--- config.mk ---
export PLATFORM = sky130hd
export DESIGN_NAME = dst_hs_resp_flat
export DESIGN_NICKNAME = d
export VERILOG_FILES = /design/src/rtl/dst_hs_resp_if.sv /design/src/rtl/dst_hs_resp.sv /design/src/flat_wrapper.sv
export SDC_FILE = /design/constraint.sdc
export NUM_CORES = 1
export LEC_CHECK = 0
export ABC_AREA = 1
export BUFFER_PORTS_ARGS = -buffer_cell sky130_fd_sc_hd__buf_2
export CELL_PAD_IN_SITES_DETAIL_PLACEMENT = 0
export CELL_PAD_IN_SITES_GLOBAL_PLACEMENT = 1
export CORE_MARGIN = 5
export CORE_UTILIZATION = 35
export CTS_CLUSTER_SIZE = 30
export DETAILED_ROUTE_END_ITERATION = 12
export GPL_ROUTABILITY_DRIVEN = 0
export PLACE_DENSITY_LB_ADDON = 0.1
export SLEW_MARGIN = 20
export SYNTH_ARGS = -nofsm -noshare
export SYNTH_HDL_FRONTEND = slang
export SYNTH_SLANG_ARGS = --single-unit
--- constraint.sdc ---
create_clock -name DST_CLK -period 3 [get_ports DST_CLK]
set_clock_uncertainty 0.2 [all_clocks]
set_input_delay 0.6 -clock DST_CLK [delete_from_list [all_inputs] [get_ports DST_CLK]]
set_output_delay 0.6 -clock DST_CLK [all_outputs]
set_load 0.02 [all_outputs]
--- src/rtl/dst_hs_resp_if.sv ---
// dst_hs_resp_if: 4-phase source handshake plus local valid/ready consumer port
interface dst_hs_resp_if #(parameter int DW = 32);
  logic          SRC_REQ;
  logic [DW-1:0] SRC_DATA;
  logic          DST_ACK;
  logic          DST_VALID;
  logic          DST_READY;
  logic [DW-1:0] DST_DATA;
  logic          DST_ERR;
  logic [15:0]   DST_XFER_CNT;
  modport master (
    output SRC_REQ, SRC_DATA, DST_READY,
    input  DST_ACK, DST_VALID, DST_DATA, DST_ERR, DST_XFER_CNT
  );
  modport slave (
    input  SRC_REQ, SRC_DATA, DST_READY,
    output DST_ACK, DST_VALID, DST_DATA, DST_ERR, DST_XFER_CNT
  );
endinterface

--- src/rtl/dst_hs_resp.sv ---
// dst_hs_resp: destination side of a 4-phase CDC handshake, presenting each captured word on a valid/ready port
module dst_hs_resp #(
  parameter int DW          = 32,
  parameter int SYNC_STAGES = 3
) (
  input logic         DST_CLK,
  input logic         DST_CLRN,
  dst_hs_resp_if.slave bus
);
  typedef enum logic [1:0] {IDLE = 2'd0, VALID = 2'd1, ACK = 2'd2} state_e;
  state_e                 state_q, state_d;
  logic [SYNC_STAGES-1:0] sync_q, sync_d;
  logic                   valid_q, valid_d;
  logic                   ack_q, ack_d;
  logic                   err_q, err_d;
  logic [DW-1:0]          data_q, data_d;
  logic [15:0]            cnt_q, cnt_d;
  logic                   req_s;
  // SRC_DATA is only sampled once req_s proves the source is holding it stable
  assign sync_d = {sync_q[SYNC_STAGES-2:0], bus.SRC_REQ};
  assign req_s  = sync_q[SYNC_STAGES-1];
  always_comb begin
    state_d = state_q;
    valid_d = valid_q;
    ack_d   = ack_q;
    err_d   = err_q;
    data_d  = data_q;
    cnt_d   = cnt_q;
    case (state_q)
      IDLE: begin
        valid_d = req_s;
        ack_d   = 1'b0;
        data_d  = req_s ? bus.SRC_DATA : data_q;
        state_d = req_s ? VALID : IDLE;
      end
      VALID: begin
        // a withdrawn request wins over a simultaneous consumer accept
        if (!req_s) begin
          err_d   = 1'b1;
          valid_d = 1'b0;
          state_d = IDLE;
        end else if (bus.DST_READY) begin
          valid_d = 1'b0;
          ack_d   = 1'b1;
          cnt_d   = cnt_q + 16'd1;
          state_d = ACK;
        end
      end
      ACK: begin
        ack_d   = req_s;
        state_d = req_s ? ACK : IDLE;
      end
      default: begin
        valid_d = 1'b0;
        ack_d   = 1'b0;
        state_d = IDLE;
      end
    endcase
  end
  always_ff @(posedge DST_CLK) begin
    if (!DST_CLRN) begin
      state_q <= IDLE;
      sync_q  <= '0;
      valid_q <= 1'b0;
      ack_q   <= 1'b0;
      err_q   <= 1'b0;
      data_q  <= '0;
      cnt_q   <= '0;
    end else begin
      state_q <= state_d;
      sync_q  <= sync_d;
      valid_q <= valid_d;
      ack_q   <= ack_d;
      err_q   <= err_d;
      data_q  <= data_d;
      cnt_q   <= cnt_d;
    end
  end
  assign bus.DST_ACK      = ack_q;
  assign bus.DST_VALID    = valid_q;
  assign bus.DST_DATA     = data_q;
  assign bus.DST_ERR      = err_q;
  assign bus.DST_XFER_CNT = cnt_q;
endmodule

--- src/flat_wrapper.sv ---
// flat-port wrapper written by rule: the top's interface ports become plain ports
module dst_hs_resp_flat 
#(
  parameter int DW          = 32,
  parameter int SYNC_STAGES = 3
)
  (DST_CLK, DST_CLRN, bus_SRC_REQ, bus_SRC_DATA, bus_DST_READY, bus_DST_ACK, bus_DST_VALID, bus_DST_DATA, bus_DST_ERR, bus_DST_XFER_CNT);
  dst_hs_resp_if #(.DW(DW)) bus_i ();
  input logic DST_CLK;
  input logic DST_CLRN;
  input wire logic [$bits(bus_i.SRC_REQ)-1:0] bus_SRC_REQ;
  input wire logic [$bits(bus_i.SRC_DATA)-1:0] bus_SRC_DATA;
  input wire logic [$bits(bus_i.DST_READY)-1:0] bus_DST_READY;
  output wire logic [$bits(bus_i.DST_ACK)-1:0] bus_DST_ACK;
  output wire logic [$bits(bus_i.DST_VALID)-1:0] bus_DST_VALID;
  output wire logic [$bits(bus_i.DST_DATA)-1:0] bus_DST_DATA;
  output wire logic [$bits(bus_i.DST_ERR)-1:0] bus_DST_ERR;
  output wire logic [$bits(bus_i.DST_XFER_CNT)-1:0] bus_DST_XFER_CNT;
  assign bus_i.SRC_REQ = bus_SRC_REQ;
  assign bus_i.SRC_DATA = bus_SRC_DATA;
  assign bus_i.DST_READY = bus_DST_READY;
  assign bus_DST_ACK = bus_i.DST_ACK;
  assign bus_DST_VALID = bus_i.DST_VALID;
  assign bus_DST_DATA = bus_i.DST_DATA;
  assign bus_DST_ERR = bus_i.DST_ERR;
  assign bus_DST_XFER_CNT = bus_i.DST_XFER_CNT;
  dst_hs_resp #(.DW(DW), .SYNC_STAGES(SYNC_STAGES)) u_core (.DST_CLK(DST_CLK), .DST_CLRN(DST_CLRN), .bus(bus_i));
endmodule
======== Word level (Yosys, flattened, before mapping) ========
Cells that the tools add are included.
storage, ports and cells
  bits in registers ....................... 56
  latch bits .............................. 0
  memory bits (writable) .................. 0
  ROM bits ................................ 0
  bits of input ports ..................... 36
  word-level logic and storage cells ...... 32
  memories ................................ 0
operators by class
  add/sub/neg operators ................... 1
  multipliers ............................. 0
  divide/modulo/power cells ............... 0
  $lt $le $gt $ge ......................... 0
  eq/ne operators ......................... 5
  shift-type cells ........................ 0
  mux-type cells .......................... 11
  bitwise operators ....................... 2
  reduce and logical (&&, ||, !) cells .... 6
operators by type and width
  cell                     number
  $add A16 B1 Y16 const B  1
  $reduce_and A2 Y1        4
  $mux W2                  3
  $pmux W2 S3              1
  $mux W1                  5
  $ne A3 B3 Y1 const B     1
  $pmux W1 S3              1
  $reduce_and A3 Y1        1
  $eq A2 B1 Y1 const B     1
  $eq A2 B2 Y1 const B     1
  $logic_not A2 Y1         1
  $ne A2 B1 Y1 const B     1
  $ne A2 B2 Y1 const B     1
  $not A1 Y1               2
  $pmux W1 S2              1

======== Depth between registers and ports, before layout ========
  depth in word-level cells ............... 3
  depth in mapped cells ................... 9
  mapped depth without buffers ............ 9

======== Worst setup path before layout ========
Ideal clock, no wire load.
  path kind ............................... register -> register
  start ................................... reg u_core.state_q[1]
  end ..................................... reg u_core.cnt_q[15] (netlist: u_core.bus.DST_XFER_CNT[15])
  arrival ................................. 1.223 ns
  data required time ...................... 2.687 ns
  slack ................................... 1.464 ns
  stages on the path, launching flop included .. 10
  buffers on the path ..................... 0
  cells stage by stage .................... dfxtp_1 inv_1 ha_1 nand3_4 nor2_4 nand2_2 nor2_1 nand2_1 nand2_1 nor2_1
between the ends
  cells in the longest elaborated chain, start to end .. 2
RTL lines
  element                             line               RTL
  start, declared                     dst_hs_resp.sv:11  state_e state_q, state_d;
  start signal, assigned              dst_hs_resp.sv:70  state_q <= state_d;
  $eq A2 B1 Y1                        dst_hs_resp.sv:29  case (state_q)
  $reduce_and A3 Y1 (no source line)  -
  end signal, assigned                dst_hs_resp.sv:76  cnt_q <= cnt_d;
  end, declared                       dst_hs_resp.sv:17  logic [15:0] cnt_q, cnt_d;
No other way between the ends.
A chain may end at the register's enable or synchronous reset.

======== Worst setup path in the final report ========
  start ................................... reg u_core.state_q[0]
  end ..................................... reg u_core.data_q[17] (netlist: u_core.bus.DST_DATA[17])
between the ends
  cells in the longest elaborated chain, start to end .. 2
RTL lines
  element                             line               RTL
  $logic_not A2 Y1                    dst_hs_resp.sv:29
  $reduce_and A2 Y1 (no source line)  -
  end signal, assigned                dst_hs_resp.sv:75  data_q <= data_d;
  end, declared                       dst_hs_resp.sv:16  logic [DW-1:0] data_q, data_d;
No other way between the ends.

==> impl_metrics.tcl <==
set metrics [dict create \
    synth_cells 295 \
    tightest_slew_ns 0.399 \
    hold_buffers 0 \
    p_sw_frac 0.224 \
    yosysMostFrequentCell "nor2_1" \
    p_seq_frac 0.571 \
    synth_top_family_by_area "simple AND/OR/NAND/NOR gates" \
    finalSetupViolCount 0 \
    yosys-top-cells-count "nor2_1, dfxtp_1, nand2_1" \
    vias_per_cell 4.48 \
    grt_overflow_total 0 \
    path_buf_inv 4 \
    required_ns 3.00 \
    yosys.area.top_type_share 0.510 \
    drive_above_1_share 0.264 \
    p_leak_nw 1.33 \
    clockRootBuffer "clkbuf_8" \
    synth_fp_nets 336 \
    min_period_ns 1.83 \
    synth_fa_ha_area_frac 0.0284 \
    rr_worst_depth 8 \
    max_clock_freq_mhz 547 \
    ys_top_cells_by_area "dfxtp_1, nor2_1, o21ai_0, nand2_1, inv_1" \
    fp.coreArea_um2 6030 \
    final_cells 454 \
    yosys_warnings 0 \
    maxCapViolCount 0 \
    placed_cell_area_um2 2690 \
    critical-path-slowest-cell "dfxtp_1" \
    cpPeakStageDelay_ns 0.39 \
    synthDistinctLibCells 19 \
    power.density_nw_per_um2 482 \
    cp.depth 8 \
    first_pass_iters 4 \
    clock-sinks 56 \
    end_kind "register" \
    wl_per_cell_um 11.7 \
    clk_pin_slew_ns 0.09 \
    cts_buffers 5 \
    die-width_um 89.3 \
    io_buffers 86 \
    postLayoutCellArea_um2 2790 \
    status "finished, final reports clean" \
    multi_input_area_um2 932 \
    setup_ws_ns 1.17 \
    finalSetupTns_ns 0 \
    drt_first_iter_violations 74 \
    ys_seq_elements 56 \
    critPathTopFamily "buffers and inverters" \
    synth-compound-area-share 0.129 \
    p_sw_uw 302 \
    fin_util 0.463 \
    grt_usage 0.140 \
    whs_path_depth 2 \
    min_to "u_core.sync_q[1]$_SDFF_PN0_" \
    crit_chain "inv_1 > ha_1 > nand2_1 > buf_4 > inv_1 > buf_4 > nor2_1 > nor2_1" \
    area_growth_pct 27.0 \
    post-route-period-util 0.609 \
    start_util 0.365 \
    synth_ff_type "dfxtp_1" \
    synth_area_um2 2200 \
    irDropWorstVdd_uv 199 \
    clkPwrFrac 0.347 \
    cp-start-kind "register" \
    synth_edf_count 0 \
    critPathLaunch "u_core.state_q[0]$_SDFFE_PN0P_" \
    crit_fanout 34 \
    regArea_um2 1120 \
    crit_arrival_ns 1.83 \
    n_fill_cell 655 \
    synth-simple-area-share 0.266 \
    dp.cells 448 \
    die-area_um2 7970 \
    vias 2034 \
    power.share.combinational 0.082 \
    grt_pass1_wl_um 8770 \
    clkLatencyLatePin_ns 0.30 \
    place_ws_ns 1.18 \
    total_power_mw 1.35 \
    cts_tree "yes" \
    relSlewSlack 0.734 \
    worstSetupPathType "register to register" \
    final_max_slew_viol_count 0 \
    antenna_found_initial 0 \
    holdWs_ns 0.224 \
    grt_max_degree 44 \
    diodes 0 \
    first_global_vias 2005 \
    hp-start "u_core.sync_q[0]$_SDFF_PN0_" \
    wirelength_um 5320 \
    syn_avg_cell_area_um2 7.46 \
    synth-seq-area-share 0.510 \
    synth-xor-area-share 0 \
    drcViolationCount 0 \
    die_h_um 89.3 \
    final_hold_viol_count 0 \
    place_hpwl_um 3770 \
    hold_path.class "register to register" \
    muxShareOfSynthArea 0 \
    post_cts_buffers 0 \
    r2r-end "u_core.bus.DST_DATA[17]$_SDFFE_PN0P_" \
    synth_largest_area_cell "dfxtp_1" \
    ios 87 \
    ant_nets 0 \
    num_rows 28 \
    htree_levels 2 \
    clk_path_buf_depth 2 \
    layout.nets 421 \
    timing.rr.start "u_core.state_q[0]$_SDFFE_PN0P_" \
    ctsResizeCount 0 \
    internal_power_mw 1.04 \
    r2r_slack_ns 1.17 \
    synthArstFlopShare 0 \
    rsz0062_at_grt "no" \
]
## worst max path at each step
stage / endpoint / slack (ns)
floorplan: u_core.bus.DST_XFER_CNT[15]$_SDFFE_PN0P_ / 1.46
finish: u_core.bus.DST_DATA[17]$_SDFFE_PN0P_ / 1.17
global route: u_core.bus.DST_DATA[30]$_SDFFE_PN0P_ / 0.99
CTS: u_core.bus.DST_DATA[11]$_SDFFE_PN0P_ / 1.16
detailed placement: u_core.bus.DST_DATA[17]$_SDFFE_PN0P_ / 1.18
global placement: u_core.bus.DST_VALID$_SDFFE_PN0P_ / 1.20
## per-layer routing
| layer | GRT usage | wire length (um) | vias up |
|---|---|---|---|
| li1 | - | - | 1090 |
| met1 | 0.163 | 2440 | 879 |
| met2 | 0.233 | 2350 | 62 |
| met3 | 0.0627 | 504 | 3 |
| met4 | 0.0365 | 22 | 0 |
| met5 | 0 | 0 | - |
## cell usage in the layout (no fill, tap or decap), types with 2 or more instances in the layout
| master | count |
|---|---|
| nor2_1 | 90 |
| buf_2 | 86 |
| dfxtp_1 | 56 |
| nand2_1 | 39 |
| o21ai_0 | 37 |
| inv_1 | 24 |
| a21oi_1 | 14 |
| ha_1 | 5 |
| clkbuf_8 | 5 |
| nand3_1 | 3 |
| nor3_1 | 3 |
| nand4_1 | 3 |
| o21a_1 | 3 |
| buf_4 | 3 |
| nor2_4 | 2 |
## cell type report
type,instances,area share
clock inverter,1,0.0108
multi-input combinational,203,0.334
inverter,25,0.0336
tap,75,0.0336
timing repair buffer,89,0.162
sequential,56,0.401
clock buffer,5,0.0246
## cell families (layout without fill, tap and decap cells)
group / after synthesis / count (layout)
compound gates: 55 / 55
fa+ha+maj: 5 / 5
buf+inv: 36 / 120
flops: 56 / 56
simple gates: 143 / 143
## worst min-delay path: cells and delay by family (launching register included)
| kind | cells | cell delay [ns] |
|---|---|---|
| flops | 1 | 0.31 |
| buf+inv | 1 | 0.03 |
| simple gates | 1 | 0.05 |
## power by group through the flow
stage	Clock, mW	Sequential, mW	Combinational, mW
CTS	0.489	0.769	0.112
global route	0.516	0.771	0.125
detailed placement	0	0.786	0.112
finish	0.468	0.768	0.110
floorplan	0	0.805	0.0448
global placement	0	0.786	0.111
## registers in the layout, indices dropped and copies added (netlist names)
signal	flops
u_core.bus.DST_ACK	1
u_core.bus.DST_DATA	32
u_core.bus.DST_ERR	1
u_core.bus.DST_VALID	1
u_core.bus.DST_XFER_CNT	16
u_core.state_q	2
u_core.sync_q	3
Power figures use the tool's default switching activity.
